==> src/rtl/gate_unit_arbiter.sv <==
// gate_unit_arbiter
// Shares one registered NOT/AND/OR/XOR gate unit among N_REQ requesters.
// A round-robin search picks one requester, its opcode and operands are
// latched, the result is computed from the latched copy, and a registered
// result is returned with a one-cycle done pulse. One operation per 3 cycles.
//
// Ports:
//   clk   rising-edge clock
//   rst   asynchronous active-high reset
//   req   level request per requester
//   op    2-bit opcode per requester (00 NOT a, 01 AND, 10 OR, 11 XOR)
//   a, b  operands per requester, WIDTH bits each, requester i at [WIDTH*i +: WIDTH]
//   gnt   one-hot grant pulse, marks operand capture
//   done  one-hot completion pulse, res valid
//   res   result of the last completed operation, held until the next done
//   busy  high while a transaction is in flight
module gate_unit_arbiter #(
    parameter int unsigned N_REQ = 4,
    parameter int unsigned WIDTH = 8
) (
    input  logic                   clk,
    input  logic                   rst,
    input  logic [N_REQ-1:0]       req,
    input  logic [2*N_REQ-1:0]     op,
    input  logic [WIDTH*N_REQ-1:0] a,
    input  logic [WIDTH*N_REQ-1:0] b,
    output logic [N_REQ-1:0]       gnt,
    output logic [N_REQ-1:0]       done,
    output logic [WIDTH-1:0]       res,
    output logic                   busy
);

    localparam int unsigned IDX_W = (N_REQ > 1) ? $clog2(N_REQ) : 1;
    localparam logic [IDX_W-1:0] LAST_RST = IDX_W'(N_REQ - 1);

    typedef enum logic [1:0] {StIdle, StExec, StDone} state_e;

    state_e             state_q, state_d;
    logic [IDX_W-1:0]   last_q, last_d;
    logic [1:0]         op_q, op_d;
    logic [WIDTH-1:0]   a_q, a_d, b_q, b_d;
    logic [N_REQ-1:0]   gnt_d, done_d;
    logic [WIDTH-1:0]   res_d;
    logic               busy_d;

    // Round-robin search: start at last+1 and wrap, first requester wins.
    logic               found;
    logic [IDX_W-1:0]   win;
    logic [1:0]         win_op;
    logic [WIDTH-1:0]   win_a, win_b;
    int unsigned        idx;

    always_comb begin
        found  = 1'b0;
        win    = '0;
        win_op = '0;
        win_a  = '0;
        win_b  = '0;
        idx    = 0;
        for (int unsigned k = 1; k <= N_REQ; k++) begin
            idx = (32'(last_q) + k) % N_REQ;
            if (!found && req[idx[IDX_W-1:0]]) begin
                found  = 1'b1;
                win    = idx[IDX_W-1:0];
                win_op = op[2*idx +: 2];
                win_a  = a[WIDTH*idx +: WIDTH];
                win_b  = b[WIDTH*idx +: WIDTH];
            end
        end
    end

    logic [WIDTH-1:0] gate_out;

    always_comb begin
        gate_out = '0;
        unique case (op_q)
            2'b00: gate_out = ~a_q;
            2'b01: gate_out = a_q & b_q;
            2'b10: gate_out = a_q | b_q;
            2'b11: gate_out = a_q ^ b_q;
        endcase
    end

    always_comb begin
        state_d = state_q;
        last_d  = last_q;
        op_d    = op_q;
        a_d     = a_q;
        b_d     = b_q;
        gnt_d   = '0;
        done_d  = '0;
        res_d   = res;
        busy_d  = busy;
        case (state_q)
            StIdle: begin
                busy_d = 1'b0;
                if (found) begin
                    state_d     = StExec;
                    last_d      = win;
                    op_d        = win_op;
                    a_d         = win_a;
                    b_d         = win_b;
                    gnt_d[win]  = 1'b1;
                    busy_d      = 1'b1;
                end
            end
            StExec: begin
                state_d        = StDone;
                res_d          = gate_out;
                done_d[last_q] = 1'b1;
                busy_d         = 1'b1;
            end
            StDone: begin
                state_d = StIdle;
                busy_d  = 1'b0;
            end
            default: begin
                state_d = StIdle;
                busy_d  = 1'b0;
            end
        endcase
    end

    always_ff @(posedge clk or posedge rst) begin
        if (rst) begin
            state_q <= StIdle;
            last_q  <= LAST_RST;
            op_q    <= '0;
            a_q     <= '0;
            b_q     <= '0;
            gnt     <= '0;
            done    <= '0;
            res     <= '0;
            busy    <= 1'b0;
        end else begin
            state_q <= state_d;
            last_q  <= last_d;
            op_q    <= op_d;
            a_q     <= a_d;
            b_q     <= b_d;
            gnt     <= gnt_d;
            done    <= done_d;
            res     <= res_d;
            busy    <= busy_d;
        end
    end

endmodule

==> config.mk <==
export PLATFORM = sky130hd
export DESIGN_NAME = gate_unit_arbiter
export DESIGN_NICKNAME = d
export VERILOG_FILES = /design/src/rtl/gate_unit_arbiter.sv
export SDC_FILE = /design/constraint.sdc
export NUM_CORES = 1
export LEC_CHECK = 0
export CAP_MARGIN = 30
export CORE_AREA = 2 2 120 122
export DETAILED_ROUTE_END_ITERATION = 7
export DIE_AREA = 0 0 122 124
export HOLD_SLACK_MARGIN = 0.02
export SYNTH_ARGS = -nofsm -noshare
export SYNTH_HDL_FRONTEND = slang
export SYNTH_SLANG_ARGS = --single-unit
==> constraint.sdc <==
create_clock -name clk -period 4 [get_ports clk]
set_clock_uncertainty 0.1 [all_clocks]
set_input_delay 0.4 -clock clk [delete_from_list [all_inputs] [get_ports clk]]
set_output_delay 0.4 -clock clk [all_outputs]
set_load 0.02 [all_outputs]
* After elaboration in Yosys (flattened, before gate mapping)
Cells that the tools add are included.
Cells by class: shifts and indexed selects 12, eq/ne operators 5, bitwise logic cells 4, magnitude comparators 8, $add $sub $neg 4, muxes and demuxes 40, reduce and logical (&&, ||, !) cells 11
Operators with widths (number):
- $shiftx 32x6->8 | 8
- $mux 8 | 8
- $pmux 8 s4 | 1
- $shiftx 8x4->2 | 4
- $lt 2x3->1 const B | 6
- $mux 2 | 9
- $mux 4 | 3
- $mux 1 | 11
- $and 8x8->8 | 1
- $bmux 1 s2 | 4
- $not 8->8 | 1
- $or 8x8->8 | 1
- $xor 8x8->8 | 1
- $logic_and 1x1->1 | 5
- $add 2x1->2 const B | 2
- $add 2x2->2 const B | 2
- $demux 1 s2 | 2
- $eq 2x1->1 const B | 2
- $eq 2x2->1 const B | 2
- $ge 2x1->1 const B | 2
- $logic_not 2->1 | 2
- $pmux 2 s2 | 1
- $logic_not 1->1 | 3
- $ne 2x2->1 const B | 1
- other kinds (2) | 2
Storage, ports and cells: logic and storage cells 93, bits in registers 39, output and inout bits 17, bits of input ports 78

* Logic depth before layout (Yosys ltp)
Gate-level depths: netlist (run 1).
depth in word-level cells 19, depth in mapped cells 12, gate-level depth less buffers 7

* Least setup slack after synthesis (run 1)
No wires, ideal clock.
kind reg2reg, from register last_q[1], to register b_q[3], clock period less this slack 3162 ps, data arrival time 2936 ps, data required time 3774 ps, slack 838 ps, cell stages (with the launch flop) 13, setup time 126 ps, buffers on the path 5, cell sequence dfstp_2 -> inv_1 -> clkbuf_1 -> clkbuf_1 -> ha_1 -> buf_2 -> mux4_2 -> nand2b_4 -> or3_1 -> buf_2 -> buf_6 -> nor2_1 -> o32a_1
Between the ends: cells in the longest elaborated chain, start to end 14, elaborated cells on any way between the ends 31, classes of those cells 4 x add/sub; 4 x shift; 16 x mux; 7 x reduce/logical
RTL lines:
- from (decl) | RTL line 39 | logic [IDX_W-1:0] last_q, last_d;
- from (signal assigned) | RTL line 137 | last_q <= last_d;
- $add 2x1->2 | RTL line 61 | idx = (32'(last_q) + k) % N_REQ;
- $bmux 1 s2 | RTL line 62 | if (!found && req[idx[IDX_W-1:0]]) begin
- $mux 1 (implied by the code) | RTL line 62
- $mux 1 | RTL line 62
- $logic_not 1->1 | RTL line 62
- $logic_and 1x1->1 | RTL line 62
- $mux 1 | RTL line 62
- $logic_not 1->1 | RTL line 62
- $logic_and 1x1->1 | RTL line 62
- $mux 1 | RTL line 62
- $logic_not 1->1 | RTL line 62
- $logic_and 1x1->1 | RTL line 62
- $mux 1 | RTL line 62
- $reduce_and 2->1 (no source line)
- to (signal assigned) | RTL line 130 | b_q <= '0;
- to (signal assigned) | RTL line 140 | b_q <= b_d;
- to (decl) | RTL line 41 | logic [WIDTH-1:0] a_q, a_d, b_q, b_d;
Several ways; a longest one is shown, not always the timed one. The select of a mux whose other input is x is not followed. A chain may end at the register's enable or synchronous reset.

* Worst setup path after layout (run 1)
from register last_q[1], to register b_q[1]
The elaborated chain is that of the path after synthesis.

==> impl_metrics.py, run 1 <==
metrics = {
    "yosys": {
        "yosys.area.top_type": "dfrtp_1",
        "synth_enable_flop_cells": 0,
        "netlist_top_cells_area": "dfrtp_1 22%, mux2i_1 15%, mux4_2 12%, ha_1 6.0%, nor2_1 4.7%",
        "yosys_warnings": 0,
        "synth.avg_cell_area_um2": 9.26,
        "yosysMostFrequentCell": "mux2i_1",
        "ys_top_cells_by_count": "64 x mux2i_1, 53 x nor2_1, 37 x dfrtp_1, 37 x nand2_1, 30 x inv_1",
        "async_reset_ff_frac": 1.00,
        "ys.flop_type": "dfrtp_1",
        "ys_ff_latch": 39,
        "ys_types": 42,
        "syn_inst": 453,
        "yosys.area.top_type_share": 0.221,
        "yosysSeqAreaShare": 0.233,
        "netlist_area_um2": 4200,
        "synth_nets": 551,
    },
    "floorplanning": {
        "start_util": 0.306,
        "fp.dieH_um": 124,
        "core-area_um2": 13700,
        "die_w_um": 122,
        "num_rows": 43,
        "num_io_pins": 95,
        "die_area_um2": 15100,
    },
    "global_route": {
        "grt_pass1_vias": 3952,
        "grt_usage": 0.171,
        "grt_max_degree": 103,
        "grt.overflow.total": 0,
        "antenna_found_initial": 0,
        "grt_pass1_wl_um": 20400,
    },
    "critical_path": {
        "worstPathCellList": "inv_1, ha_1, buf_4, and3b_1, a22o_1, a211oi_1, o221ai_1, o32a_1",
        "cp_slowest_cell": "dfstp_2",
        "path_buf_inv": 2,
        "r2r_slack_ns": 0.74,
        "slowest_delay_ns": 0.76,
        "worstSetupPathType": "flop to flop",
        "required_ns": 4.07,
        "r2r_start": "last_q[1]",
        "critPathCaptureType": "flop",
        "crit_path_start_kind": "flop",
        "worstSetupStartpoint": "last_q[1]",
        "arrival_ns": 3.33,
        "crit_fanout": 19,
        "r2r-end": "b_q[1]",
        "reg2reg_depth": 8,
        "path_delay_family": "compound AO/OA/AOI/OAI gates",
    },
    "placement": {
        "io_buffer_count": 94,
        "dpl_worst_slack_ns": 0.741,
        "place.gp.congestion": 0.812,
        "placed_area_um2": 5250,
        "hpwl_um": 9030,
    },
    "min_path": {
        "hold_class": "flop to flop",
        "whs_path_depth": 1,
        "hp-start": "state_q[1]",
        "hold_end": "busy",
    },
    "sta": {
        "max_slew_margin": 0.559,
        "min_period_ns": 3.26,
        "setup_slack_ns": 0.739,
        "rsz0062_at_grt": "no",
        "worstMarginPinSlew_ns": 0.660,
        "max_clock_freq_mhz": 307,
        "whs_ns": 0.338,
        "finalHoldViolations": 0,
        "final_max_slew_viol_count": 0,
        "min_period_over_period": 0.815,
        "setup_tns_ns": 0,
        "setup_viol": 0,
    },
    "cells_and_area": {
        "nets": 622,
        "fillers": 1394,
        "fin_area_um2": 5390,
        "final_core_util": 0.393,
        "syn2layout_area_growth_pct": 28.5,
        "diodes": 0,
        "drive_above_1_share": 0.113,
    },
    "route": {
        "drt_iter0_markers": 276,
        "first_pass_iters": 5,
        "wl_um": 12400,
        "wire_per_inst_um": 17.6,
        "vias_per_cell": 5.51,
        "ant_nets": 0,
        "vias": 3881,
        "drcViolationCount": 0,
    },
    "clock_tree": {
        "cts-root-buf": "clkbuf_16",
        "htree_levels": 2,
        "cts_tree": "done",
        "postCtsSetupRepairBufs": 0,
        "cts_resized": 0,
        "cts.path.max_buffers": 2,
        "numCtsBuffers": 5,
        "hold_buffers": 0,
        "clock_sinks": 39,
        "clk_pin_slew_ns": 0.06,
        "insertion_delay_ns": 0.29,
    },
    "status": {
        "status": "finished clean",
    },
    "pwr": {
        "powerDensity_nw_per_um2": 751,
        "power_leakage_uw": 0.00221,
        "vdd_drop_max_mv": 0.403,
    },
    "run": {
        "max_cap_violations": 0,
    },
}
[cells in the final DEF, fill, tap and decap left out, types with 3 or more instances in the layout]
cell type,n
mux4_2,23
nor2_1,53
mux2i_1,64
o221ai_1,9
clkbuf_16,5
a22o_1,12
and2_1,6
o21ai_0,3
nand2_1,37
mux2_2,11
ha_1,20
nor3_1,3
o22ai_1,17
clkdlybuf4s50_1,94
o211ai_1,10
o32a_1,18
a21oi_1,22
nor3b_1,5
a211oi_1,8
dfrtp_1,37
buf_4,10
inv_1,30
[cell families (layout without fill, tap and decap cells)]
kind of cell	Yosys count	after routing	synth area share
buffers and inverters	71	142	0.0772
multiplexers	98	98	0.306
flip-flops	39	39	0.233
AND/OR/NAND/NOR	118	118	0.127
AO/OA/AOI/OAI	107	107	0.197
adder cells (fa/ha/maj)	20	20	0.0596
[worst reg2reg max path: cells and delay by family, from the launching register on]
| family | cells | cell delay (ns) |
|---|---|---|
| DFF | 1 | 0.76 |
| AOI/OAI and AO/OA | 4 | 0.97 |
| and+or+nand+nor | 1 | 0.29 |
| buffers and inverters | 2 | 0.47 |
| adders and majority gates | 1 | 0.55 |
[per-stage QoR]
step,cells,power [uW]
2_1_floorplan,453,2950
4_1_cts,704,4060
3_5_place_dp,697,3650
3_3_place_gp,697,3560
6_report,704,4050
5_1_grt,704,4400
[area by class of cell]
| cell class | count | area, um^2 | share of cell area |
|---|---|---|---|
| inverter | 30 | 113 | 0.0209 |
| tap | 180 | 225 | 0.0418 |
| clock inverter | 1 | 5.00 | 0.000928 |
| multi-input combinational | 343 | 2890 | 0.537 |
| clock buffer | 6 | 139 | 0.0257 |
| sequential | 39 | 982 | 0.182 |
| timing repair buffer | 105 | 1040 | 0.192 |
[how the worst max path moves through the flow]
stage               depth (start not counted)  endpoint  slack (ns)
finish                                      8    b_q[1]        0.74
global route                                8    b_q[4]        0.55
floorplan                                  12    b_q[3]        0.84
CTS                                         8    b_q[0]        0.74
global placement                            8    b_q[2]        0.87
detailed placement                          8    b_q[0]        0.74
[routing by layer]
layer / track usage / part of all wire / up-vias
met3: 0.0192 / 0.060 / 11
met5: 0 / 0 / -
met2: 0.296 / 0.48 / 134
met4: 0.0445 / 0.0091 / 0
li1: - / - / 1840
met1: 0.226 / 0.45 / 1896
[power breakdown]
part | internal (uW) | switching [uW]
combinational | 1380 | 1470
clock | 244 | 162
sequential | 600 | 197
total | 2220 | 1830
[state kept, by name, indices dropped and copies added (netlist names)]
name     flops
state_q      2
gnt          4
busy         1
a_q          8
op_q         2
last_q       2
done         4
b_q          8
res          8
Note: power is estimated with default switching activity, not from simulation.
==> inputs of run 2 (changes only) <==
==> constraint.sdc (replaced) <==
create_clock -name clk -period 3.3 [get_ports clk]
set_clock_uncertainty 0.1 [all_clocks]
set_input_delay 0.33 -clock clk [delete_from_list [all_inputs] [get_ports clk]]
set_output_delay 0.33 -clock clk [all_outputs]
set_load 0.02 [all_outputs]
==> impl_metrics.py, run 2 (synthesis gave the netlist of run 1 again) <==
metrics = {
    "status": {
        "status": "finished clean",
    },
    "cells_and_area": {
        "syn2layout_area_growth_pct": 30.7,
        "drive_above_1_share": 0.128,
        "instances_no_fill": 713,
        "fin_area_um2": 5480,
        "nets": 630,
        "diodes": 0,
        "layout_common_cells": "94 x clkdlybuf4s50_1, 64 x mux2i_1, 53 x nor2_1, 37 x nand2_1, 37 x dfrtp_1",
        "final_common_cell": "clkdlybuf4s50_1",
        "top_regs": "a_q: 8 flops, b_q: 8 flops, res: 8 flops",
    },
    "sta": {
        "max_clock_freq_mhz": 356,
        "finalHoldViolations": 0,
        "setup_viol": 0,
        "final_max_slew_viol_count": 0,
        "rsz0062_at_grt": "no",
        "worstMarginPinSlew_ns": 0.886,
        "min_period_ns": 2.81,
        "max_slew_margin": 0.409,
        "setup_slack_ns": 0.489,
        "setup_tns_ns": 0,
        "min_period_over_period": 0.852,
    },
    "clock_tree": {
        "postCtsSetupRepairBufs": 0,
        "hold_buffers": 0,
        "clock_sinks": 39,
        "htree_levels": 2,
        "clk_pin_slew_ns": 0.06,
        "cts.path.max_buffers": 2,
        "numCtsBuffers": 5,
        "insertion_delay_ns": 0.29,
        "cts-root-buf": "clkbuf_16",
        "cts_tree": "done",
        "cts_resized": 0,
    },
    "floorplanning": {
        "num_rows": 43,
        "core-area_um2": 13700,
        "start_util": 0.306,
        "die_w_um": 122,
        "num_io_pins": 95,
        "die_area_um2": 15100,
        "fp.dieH_um": 124,
    },
    "critical_path": {
        "crit_path_start_kind": "flop",
        "required_ns": 3.37,
        "critPathCaptureType": "flop",
        "worstSetupPathType": "flop to flop",
        "crit_fanout": 14,
        "arrival_ns": 2.89,
    },
    "global_route": {
        "grt.overflow.total": 0,
        "grt_pass1_vias": 4132,
        "grt_usage": 0.173,
        "grt_max_degree": 43,
        "grt_pass1_wl_um": 20800,
        "antenna_found_initial": 0,
    },
    "route": {
        "vias": 3904,
        "first_pass_iters": 6,
        "drcViolationCount": 0,
        "vias_per_cell": 5.48,
        "wire_per_inst_um": 17.6,
        "wl_um": 12600,
        "ant_nets": 0,
        "drt_iter0_markers": 233,
    },
    "placement": {
        "place.gp.congestion": 0.847,
        "placed_area_um2": 5310,
        "dp.cells": 705,
        "dpl_worst_slack_ns": 0.390,
        "io_buffer_count": 94,
        "hpwl_um": 9590,
    },
    "min_path": {
        "hold_class": "flop to flop",
    },
    "pwr": {
        "vdd_drop_max_mv": 0.392,
        "powerDensity_nw_per_um2": 930,
        "power_leakage_uw": 0.00226,
    },
    "run": {
        "max_cap_violations": 0,
    },
}
## run 2: final cells by class
type | instances | area [um^2]
sequential | 39 | 982
fill | 1337 | 8240
tap | 180 | 225
multi-input combinational | 343 | 2890
timing repair buffer | 113 | 1100
clock inverter | 2 | 35.0
inverter | 30 | 113
clock buffer | 6 | 139
## run 2: metrics by stage
step           total power [uW]  hold WS, ns   util
5_1_grt                    5530        0.391  0.400
3_3_place_gp               4430        0.320  0.387
2_1_floorplan              3570        0.306      -
6_report                   5100        0.338  0.400
4_1_cts                    5130        0.339  0.400
3_5_place_dp               4540        0.330  0.387
## run 2: path summary, 6_finish.rpt
check                                 from    endpoint  slack [ns]  cells after the start
max in group asynchronous              rst   last_q[1]        1.92                      3
worst max register to register   last_q[0]      b_q[7]        0.49                      8
worst max-delay path             last_q[0]      b_q[7]        0.49                      8
min in group asynchronous              rst  state_q[0]        0.44                      2
worst min register to register  state_q[1]        busy        0.34                      1
worst min-delay path            state_q[1]        busy        0.34                      1
## run 2: per-layer routing
metal,up-vias,track usage,wire length [um]
met1,1898,0.224,5580
li1,1859,-,-
met2,126,0.290,6120
met3,21,0.0275,650
met5,-,0,0
met4,0,0.0654,233
## run 2: worst max-delay path, cell delays in order, from the launching register on
cell and delay [ns]:
dfstp_4 0.69, inv_1 0.10, ha_1 0.36, mux4_2 0.55
nand2b_4 0.09, or3_1 0.23, buf_12 0.18, nor2_1 0.05
o32a_1 0.34
## run 2: power by group
group          internal (uW)  switching (uW)
combinational           1730            1840
sequential               727             213
clock                    377             210
==> inputs of run 3 (changes only) <==
--- a/config.mk
+++ b/config.mk
@@ -6,9 +6,9 @@
 export NUM_CORES = 1
 export LEC_CHECK = 0
 export CAP_MARGIN = 30
-export CORE_AREA = 2 2 120 122
+export CORE_AREA = 2 2 86 170
 export DETAILED_ROUTE_END_ITERATION = 7
-export DIE_AREA = 0 0 122 124
+export DIE_AREA = 0 0 88 172
 export HOLD_SLACK_MARGIN = 0.02
 export SYNTH_ARGS = -nofsm -noshare
 export SYNTH_HDL_FRONTEND = slang
==> impl_metrics.py, run 3 (synthesis gave the netlist of run 1 again) <==
metrics = {
    "critical_path": {
        "worstSetupPathType": "flop to flop",
        "crit_path_start_kind": "flop",
        "reg2reg_depth": 9,
        "path_delay_family": "flip-flops",
        "r2r_start": "last_q[0]",
        "required_ns": 3.40,
        "critPathCaptureType": "flop",
        "worstPathCellList": "inv_1, ha_1, buf_4, mux4_2, nand2b_1, buf_4, a32oi_1, nand2_1, o21ai_0",
        "r2r_slack_ns": 0.19,
        "path_buf_inv": 3,
        "r2r-end": "last_q[0]",
        "cpMostUsedCell": "buf_4",
        "cp_slowest_cell": "dfstp_4",
        "arrival_ns": 3.20,
        "crit_fanout": 27,
        "slowest_delay_ns": 0.69,
    },
    "sta": {
        "min_period_ns": 3.11,
        "min_period_over_period": 0.942,
        "worstMarginPinSlew_ns": 0.972,
        "max_clock_freq_mhz": 322,
        "whs_ns": 0.353,
        "finalHoldViolations": 0,
        "final_max_slew_viol_count": 0,
        "rsz0062_at_grt": "no",
        "setup_tns_ns": 0,
        "setup_viol": 0,
        "max_slew_margin": 0.350,
    },
    "route": {
        "vias": 3945,
        "ant_nets": 0,
        "met3_wirelength_um": 525,
        "first_pass_iters": 4,
        "vias_per_cell": 5.46,
        "wl_met1_um": 4650,
        "drt_iter0_markers": 197,
        "wl_um": 13100,
        "top_layer": "met4",
        "drcViolationCount": 0,
        "wire_per_inst_um": 18.1,
        "wl_met2_um": 7530,
    },
    "min_path": {
        "hold_end": "busy",
        "hold_class": "flop to flop",
        "whs_path_depth": 1,
        "hp-start": "state_q[1]",
    },
    "clock_tree": {
        "insertion_delay_ns": 0.29,
        "cts_tree": "done",
        "clk_pin_slew_ns": 0.06,
        "cts.path.max_buffers": 2,
        "htree_levels": 2,
        "clock_sinks": 39,
        "numCtsBuffers": 5,
        "cts-root-buf": "clkbuf_16",
        "hold_buffers": 0,
    },
    "status": {
        "status": "finished clean",
    },
    "pwr": {
        "power_leakage_uw": 0.00225,
        "powerDensity_nw_per_um2": 924,
        "vdd_drop_max_mv": 0.561,
    },
    "global_route": {
        "grt_pass1_vias": 4177,
        "grt.overflow.total": 0,
        "grt_pass1_wl_um": 20700,
        "antenna_found_initial": 0,
        "grt_max_degree": 95,
        "grt_usage": 0.176,
    },
    "placement": {
        "io_buffer_count": 94,
        "place.gp.congestion": 0.815,
        "hpwl_um": 9900,
    },
    "floorplanning": {
        "die_area_um2": 15100,
        "die_w_um": 88,
        "start_util": 0.304,
        "num_rows": 61,
        "fp.dieH_um": 172,
        "core-area_um2": 13800,
        "num_io_pins": 95,
    },
    "cells_and_area": {
        "top_regs": "a_q: 8 flops, b_q: 8 flops, res: 8 flops",
        "drive_above_1_share": 0.128,
        "nets": 630,
        "final_common_cell": "clkdlybuf4s50_1",
        "fillers": 1374,
        "diodes": 0,
        "syn2layout_area_growth_pct": 30.4,
        "layout_common_cells": "94 x clkdlybuf4s50_1, 64 x mux2i_1, 53 x nor2_1, 37 x nand2_1, 37 x dfrtp_1",
    },
    "run": {
        "max_cap_violations": 0,
    },
}
==> run 3: changes by cell type in the layout (fill, tap and decap cells not counted), sizes merged <==
cell,delta
bufinv,-1
clkbuf,+1
==> run 3: per-layer routing <==
layer,vias to the layer above,track usage
li1,1856,-
met5,-,0
met4,0,0.0983
met1,1943,0.183
met2,119,0.333
met3,27,0.0177
==> run 3: report_power, final <==
group | leakage, uW | switching [uW] | internal [uW] | total (uW)
clock | 0.0000739 | 196 | 300 | 496
combinational | 0.00171 | 1890 | 1730 | 3620
sequential | 0.000468 | 214 | 728 | 942
==> run 3: layout make-up <==
| type | count | area, um^2 | share of cell area |
|---|---|---|---|
| multi-input cells | 343 | 2900 | 0.530 |
| repair buffers | 113 | 1100 | 0.200 |
| flip-flops and latches | 39 | 982 | 0.179 |
| well taps | 189 | 236 | 0.0432 |
| clock buffers | 7 | 143 | 0.0261 |
| inverters | 30 | 113 | 0.0206 |
| clock inverters | 1 | 5.00 | 0.000914 |
==> run 3: worst max path at each step <==
stage | startpoint | end | slack, ns | cells after the start
after floorplan | last_q[1] | b_q[3] | 0.14 | 12
after global placement | last_q[0] | b_q[7] | 0.21 | 8
after detailed placement | last_q[0] | op_q[1] | 0.11 | 8
after CTS | last_q[0] | op_q[1] | 0.10 | 8
after global routing | last_q[0] | last_q[0] | 0.04 | 9
final | last_q[0] | last_q[0] | 0.19 | 9
==> run 3: what timing repair did <==
action                                  CTS  global route
setup buffers                             0             0
resized for setup                         0             1
endpoints found under the setup margin    0             3
==> run 3: stage by stage <==
step	setup WS, ns	power (uW)	cell area, um^2	util	instances
floorplan	0.138	3570	4200	-	453
global placement	0.207	4430	5320	0.385	714
detailed placement	0.112	4580	5320	0.385	714
CTS	0.104	5080	5470	0.396	722
global route	0.0420	5430	5470	0.396	722
finish	0.193	5060	5470	0.396	722
==> run 3: worst register-to-register path, cell delays in order, from the launching register on <==
cell and delay, ns:
dfstp_4 0.69, inv_1 0.11, ha_1 0.33, buf_4 0.38
mux4_2 0.41, nand2b_1 0.19, buf_4 0.19, a32oi_1 0.38
nand2_1 0.13, o21ai_0 0.11
